### config.mk
export PLATFORM = sky130hd
export DESIGN_NAME = window_stream_sequencer
export DESIGN_NICKNAME = d
export VERILOG_FILES = /design/src/rtl/window_pkg.sv /design/src/rtl/wss_xy_counter.sv /design/src/rtl/window_stream_sequencer.sv
export SDC_FILE = /design/constraint.sdc
export NUM_CORES = 1
export LEC_CHECK = 0
export ABC_AREA = 1
export BUFFER_PORTS_ARGS = -buffer_cell sky130_fd_sc_hd__clkbuf_2
export CAP_MARGIN = 20
export CORE_MARGIN = 10
export CORE_UTILIZATION = 54
export CTS_BUF_LIST = sky130_fd_sc_hd__clkbuf_16
export DETAILED_ROUTE_END_ITERATION = 8
export MAX_ROUTING_LAYER = met4
export PLACE_DENSITY = 0.78
export SLEW_MARGIN = 20
export SYNTH_ARGS = -nofsm -noshare
export SYNTH_HDL_FRONTEND = slang
export SYNTH_HIERARCHICAL = 1
export SYNTH_SLANG_ARGS = --single-unit
export TNS_END_PERCENT = 50
### constraint.sdc
create_clock -name clock -period 2.9 [get_ports clock]
set_clock_uncertainty 0.05 [all_clocks]
set_input_delay 0.435 -clock clock [delete_from_list [all_inputs] [get_ports clock]]
set_output_delay 0.435 -clock clock [all_outputs]
set_load 0.005 [all_outputs]
### src/rtl/window_pkg.sv
// Shared types and widths for the window stream sequencer.
// Optional feature macro: WSS_TIMEOUT_EN (idle timeout abort).
package window_pkg;

   typedef enum logic [1:0] {
      S_IDLE,
      S_ACTIVE,
      S_FLUSH,
      S_DONE
   } wss_state_t;

   // Counter widths for the default 420x240 frame with 2 pad rows.
   localparam int WSS_X_W = 9;
   localparam int WSS_Y_W = 8;

   // Bit width able to index n positions (never below one bit).
   function automatic int wss_w(input int n);
      return (n > 1) ? $clog2(n) : 1;
   endfunction

endpackage

### src/rtl/wss_xy_counter.sv
// Raster x/y position counter with wrap, restart, clear and
// a load that jumps straight to the first blanking row.
module wss_xy_counter
   import window_pkg::*;
#(
   parameter int WIDTH  = 420,
   parameter int YN     = 242,
   parameter int Y_LOAD = 240,
   parameter int XW     = WSS_X_W,
   parameter int YW     = WSS_Y_W
)(
   input  logic          clock,
   input  logic          reset,
   input  logic          i_clr,
   input  logic          i_restart,
   input  logic          i_load,
   input  logic          i_inc,
   output logic [XW-1:0] o_x,
   output logic [YW-1:0] o_y
);

   localparam logic [XW-1:0] X_LAST = XW'(WIDTH - 1);
   localparam logic [YW-1:0] Y_LAST = YW'(YN - 1);

   logic [XW-1:0] r_x;
   logic [YW-1:0] r_y;
   logic [XW-1:0] w_bx;
   logic [YW-1:0] w_by;

   // A restarting beat counts from the origin, not the old position.
   assign w_bx = i_restart ? '0 : r_x;
   assign w_by = i_restart ? '0 : r_y;

   // Position register: clear, load, or advance one beat.
   always_ff @(posedge clock) begin
      if (reset || i_clr) begin
         r_x <= '0;
         r_y <= '0;
      end else if (i_load) begin
         r_x <= '0;
         r_y <= YW'(Y_LOAD);
      end else if (i_inc) begin
         if (w_bx == X_LAST) begin
            r_x <= '0;
            r_y <= (w_by == Y_LAST) ? '0 : w_by + YW'(1);
         end else begin
            r_x <= w_bx + XW'(1);
            r_y <= w_by;
         end
      end
   end

   assign o_x = r_x;
   assign o_y = r_y;

endmodule

### src/rtl/window_stream_sequencer.sv
// Sequences an upstream pixel stream into a 5x5 window datapath and
// appends blanking rows per frame. Optional macro: WSS_TIMEOUT_EN.
module window_stream_sequencer
   import window_pkg::*;
#(
   parameter int WIDTH    = 420,
   parameter int HEIGHT   = 240,
   parameter int PAD_ROWS = 2,
   parameter int TIMEOUT  = 4096
)(
   input  logic                              clock,
   input  logic                              reset,
   input  logic                              s_valid,
   input  logic [7:0]                        s_data,
   input  logic                              s_sof,
   output logic                              s_ready,
   output logic [7:0]                        win_din,
   output logic                              win_valid,
   output logic                              win_blanking,
   output logic [wss_w(WIDTH)-1:0]           x_pos,
   output logic [wss_w(HEIGHT+PAD_ROWS)-1:0] y_pos,
   output logic                              busy,
   output logic                              frame_done,
   output logic                              sof_err,
   output logic                              abort
);

   localparam int XW = wss_w(WIDTH);
   localparam int YN = HEIGHT + PAD_ROWS;
   localparam int YW = wss_w(YN);

   localparam logic [XW-1:0] X_LAST  = XW'(WIDTH - 1);
   localparam logic [YW-1:0] Y_A_LST = YW'(HEIGHT - 1);
   localparam logic [YW-1:0] Y_F_LST = YW'(YN - 1);

   wss_state_t    r_state;
   wss_state_t    w_next;
   logic          w_inc;
   logic          w_restart;
   logic          w_load;
   logic          w_clr;
   logic          w_timeout;
   logic          w_last_act;
   logic          w_last_fl;
   logic [XW-1:0] w_rx;
   logic [YW-1:0] w_ry;
   logic [XW-1:0] w_px;
   logic [YW-1:0] w_py;

   wss_xy_counter #(
      .WIDTH  (WIDTH),
      .YN     (YN),
      .Y_LOAD (HEIGHT),
      .XW     (XW),
      .YW     (YW)
   ) u_xy (
      .clock     (clock),
      .reset     (reset),
      .i_clr     (w_clr),
      .i_restart (w_restart),
      .i_load    (w_load),
      .i_inc     (w_inc),
      .o_x       (w_rx),
      .o_y       (w_ry)
   );

   // Any accepted start-of-frame pixel re-anchors the raster at 0,0.
   assign w_restart = s_valid && s_sof &&
                      ((r_state == S_IDLE) || (r_state == S_ACTIVE));

   assign w_px       = w_restart ? '0 : w_rx;
   assign w_py       = w_restart ? '0 : w_ry;
   assign w_last_act = (w_px == X_LAST) && (w_py == Y_A_LST);
   assign w_last_fl  = (w_px == X_LAST) && (w_py == Y_F_LST);

   assign x_pos      = w_px;
   assign y_pos      = w_py;
   assign busy       = (r_state == S_ACTIVE) || (r_state == S_FLUSH);
   assign frame_done = (r_state == S_DONE);

`ifdef WSS_TIMEOUT_EN
   localparam int TW = wss_w(TIMEOUT + 1);

   logic [TW-1:0] r_idle;

   // Count consecutive ACTIVE cycles with no accepted pixel.
   always_ff @(posedge clock) begin
      if (reset || (r_state != S_ACTIVE) || s_valid)
         r_idle <= '0;
      else
         r_idle <= r_idle + TW'(1);
   end

   assign w_timeout = (r_idle == TW'(TIMEOUT - 1));
`else
   // No idle watchdog: ACTIVE waits for pixels indefinitely.
   assign w_timeout = (TIMEOUT < 0);
`endif

   // State register.
   always_ff @(posedge clock) begin
      if (reset)
         r_state <= S_IDLE;
      else
         r_state <= w_next;
   end

   // Next state, handshake and window feed decode.
   always_comb begin
      w_next       = r_state;
      s_ready      = 1'b0;
      win_valid    = 1'b0;
      win_din      = '0;
      win_blanking = 1'b0;
      sof_err      = 1'b0;
      abort        = 1'b0;
      w_inc        = 1'b0;
      w_load       = 1'b0;
      w_clr        = 1'b0;
      unique case (r_state)
         S_IDLE: begin
            s_ready = 1'b1;
            if (w_restart) begin
               win_valid = 1'b1;
               win_din   = s_data;
               w_inc     = 1'b1;
               w_next    = w_last_act ? S_FLUSH : S_ACTIVE;
            end
         end
         S_ACTIVE: begin
            s_ready = 1'b1;
            if (s_valid) begin
               win_valid = 1'b1;
               win_din   = s_data;
               w_inc     = 1'b1;
               sof_err   = s_sof && ((w_rx != '0) || (w_ry != '0));
               if (w_last_act)
                  w_next = S_FLUSH;
            end else if (w_timeout) begin
               abort  = 1'b1;
               w_load = 1'b1;
               w_next = S_FLUSH;
            end
         end
         S_FLUSH: begin
            win_valid    = 1'b1;
            win_blanking = 1'b1;
            w_inc        = 1'b1;
            if (w_last_fl)
               w_next = S_DONE;
         end
         S_DONE: begin
            w_clr  = 1'b1;
            w_next = S_IDLE;
         end
         default: w_next = S_IDLE;
      endcase
   end

endmodule

==> impl_metrics.tcl <==
set metrics [dict create \
    syn_area_um2 1778 \
    final_nets 371 \
    maxSlewViolCount 0 \
    io_pins 44 \
    p_seq_frac 0.237 \
    clkPwrFrac 0.207 \
    powerDensity_nw_per_um2 645.9 \
    yosys.area_share.simple 0.4799 \
    fillers 307 \
    p_switching_mw 0.6440 \
    synthCells 302 \
    clkTransAtPathRegs_ns 0.06 \
    finalPower_mw 1.397 \
    p_sw_frac 0.4611 \
    fin_crit_ns 2.758 \
    yosysWarnings 6 \
    dp_hpwl_um 3792 \
    status "finished, final reports clean" \
    drive_gt1_frac 0.2330 \
    synthToLayoutAreaGrowth_pct 21.60 \
    ys_types 34 \
    fin_cells 396 \
    dr.pass1.iters 6 \
    coreArea_um2 3103 \
    multi_input_area_um2 1146 \
    drc 0 \
    max-vdd-ir-drop_v 0.0003838 \
    regArea_um2 380.4 \
    cts_made_buffers 3 \
    cts-htree-levels 1 \
    ant_nets 0 \
    synth_fa_ha_area_frac 0.04222 \
    grt_pass1_wl_um 8397 \
    comb_power_share 0.556 \
    die_x_um 77.38 \
    max_freq_mhz 362.6 \
    internal_power_mw 0.7526 \
    place.gp.congestion 0.9829 \
    clockRootBuffer "clkbuf_16" \
    numPortBuffers 42 \
    clock_path_buffers 2 \
    grt_max_degree 25 \
    avgSynthCellArea_um2 5.887 \
    synth_common_cells "nand2_1, inv_1, nor2_1" \
    synthArstFlopShare 0 \
    ys_ff_latch 19 \
    min_period_over_period 0.9511 \
    cp-start-kind "register" \
    antenna_found_initial 0 \
    ctsHoldBuffers 0 \
    whs_ns 0.3931 \
    wl_per_cell_um 12.26 \
    setup_viol 0 \
    dr_wl_met2_um 2066 \
    synth-edff-count 0 \
    synth_area_leaders "dfxtp_1, nand2_1, inv_1" \
    crit_type "register to register" \
    die_y_um 77.38 \
    setup_tns_ns 0 \
    dp.cells 387 \
    cts_tree "built" \
    path_max_fanout 24 \
    worstHoldPathType "input port to register" \
    insertion_delay_ns 0.25 \
    max_slew_margin 0.6639 \
    synth_ff_type "dfxtp_1" \
    p_leak_nw 1.077 \
    synth_compound_area_frac 0.1056 \
    synth_seq_area_share 0.2139 \
    hold_viol_final 0 \
    top_layer "met4" \
    drtIter0Drc 121 \
    m1WireLength_um 2206 \
    grt_use_total 0.1647 \
    synthXorXnorAreaFrac 0.004926 \
    cp.required_ns 3.01 \
    route.met3.wl_um 488 \
    initial_core_util 0.5730 \
    muxShareOfSynthArea 0 \
    clkSinkCount 19 \
    synth_top_family_by_area "simple AND/OR/NAND/NOR gates" \
    num_vias 2025 \
    rsz0062_at_grt "yes" \
    dieArea_um2 5988 \
    worstPathArrival_ns 2.87 \
    drt-total-wl_um 4856 \
    diodes 0 \
    yosysTopAreaCell "dfxtp_1" \
    max-cap-violations 0 \
    cp-end-kind "register" \
    grt_overflow 0 \
    fp-row-count 20 \
    grt_pass1_vias 1864 \
    tightest_slew_ns 0.5029 \
    synth_most_common_cell "nand2_1" \
    synth_top_area_frac 0.2139 \
    vias_per_cell 5.114 \
]
[final cells by class]
type / count / area share
Tap cell: 44 / 0.02546
Clock buffer: 3 / 0.03472
Inverter: 59 / 0.1042
Timing Repair Buffer: 49 / 0.1273
Clock inverter: 1 / 0.002315
Sequential cell: 19 / 0.1759
Multi-Input combinational cell: 221 / 0.5301
[cell families (layout without fill, tap and decap cells)]
kind of cell,Yosys count,count (layout)
AO/OA/AOI/OAI,34,34
XOR/XNOR,1,1
adder cells (fa/ha/maj),6,6
buffers and inverters,66,112
flip-flops,19,19
other,1,5
AND/OR/NAND/NOR,175,175
[stage by stage]
step | area [um2] | setup WS [ns] | utilization
global placement | 2026 | 0.2260 | 0.6528
floorplan | 1793 | 0.3880 | -
CTS | 2106 | 0.1527 | 0.6786
detailed placement | 2026 | 0.1562 | 0.6528
global route | 2162 | -0.05973 | 0.6968
finish | 2162 | 0.1419 | 0.6968
[timing repair]
| item | in CTS | in global routing |
|---|---|---|
| setup buffers | 0 | 5 |
| setup endpoints to repair | 0 | 14 |
| gates resized for setup | 0 | 2 |
[final timing paths]
| check | slack (ns) | end | cells after the start | startpoint |
|---|---|---|---|---|
| worst max-delay path | 0.14 | u_xy/o_x[3]$_SDFFE_PP0P_ | 14 | r_state[1]$_SDFFE_PP0P_ |
| worst min-delay path | 0.39 | r_state[0]$_SDFFE_PP0P_ | 4 | reset |
| worst min register to register | 0.49 | u_xy/o_x[4]$_SDFFE_PP0P_ | 2 | u_xy/o_x[4]$_SDFFE_PP0P_ |
| worst max register to register | 0.14 | u_xy/o_x[3]$_SDFFE_PP0P_ | 14 | r_state[1]$_SDFFE_PP0P_ |
[cell usage in the layout, fill, tap and decap left out, types with 4 or more instances in the layout]
cell / Yosys / layout
nor3_1: 5 / 5
a21oi_1: 20 / 20
nand2_1: 61 / 61
conb_1: 1 / 5
nand3_1: 30 / 30
dfxtp_1: 19 / 19
nand2_2: 4 / 4
clkbuf_2: 0 / 42
nand4_1: 6 / 6
inv_1: 53 / 52
nor2_1: 52 / 51
buf_4: 1 / 6
o21ai_0: 9 / 9
inv_2: 6 / 6
ha_1: 6 / 6
[worst max-delay path: stages, from the launching register on]
cell and delay, ns:
dfxtp_1 0.32, inv_1 0.13, ha_1 0.24, inv_2 0.08
nand2_4 0.10, nand2_8 0.08, inv_2 0.36, nor2_1 0.11
ha_1 0.28, nand3_1 0.17, nor3_4 0.07, buf_12 0.14
nor2_2 0.23, nand2_1 0.09, a211oi_1 0.23
[flip-flops by register name, summed over array words and instances, names as in the netlist]
| register | flops |
|---|---|
| u_xy/o_x | 9 |
| u_xy/o_y | 8 |
| r_state | 2 |
[power by group through the flow]
stage / logic, mW / registers, mW / clock network [mW]
floorplan: 0.539 / 0.323 / 0
global placement: 0.748 / 0.334 / 0
detailed placement: 0.758 / 0.335 / 0
CTS: 0.761 / 0.330 / 0.296
global route: 0.890 / 0.335 / 0.300
finish: 0.777 / 0.330 / 0.289
[per-layer routing]
metal  track usage  up-vias
met5             -        -
met4       0.05839        0
met3       0.03802       11
met2        0.2508       90
met1        0.2079      884
li1              -     1040
(Power assumes the default switching activity.)
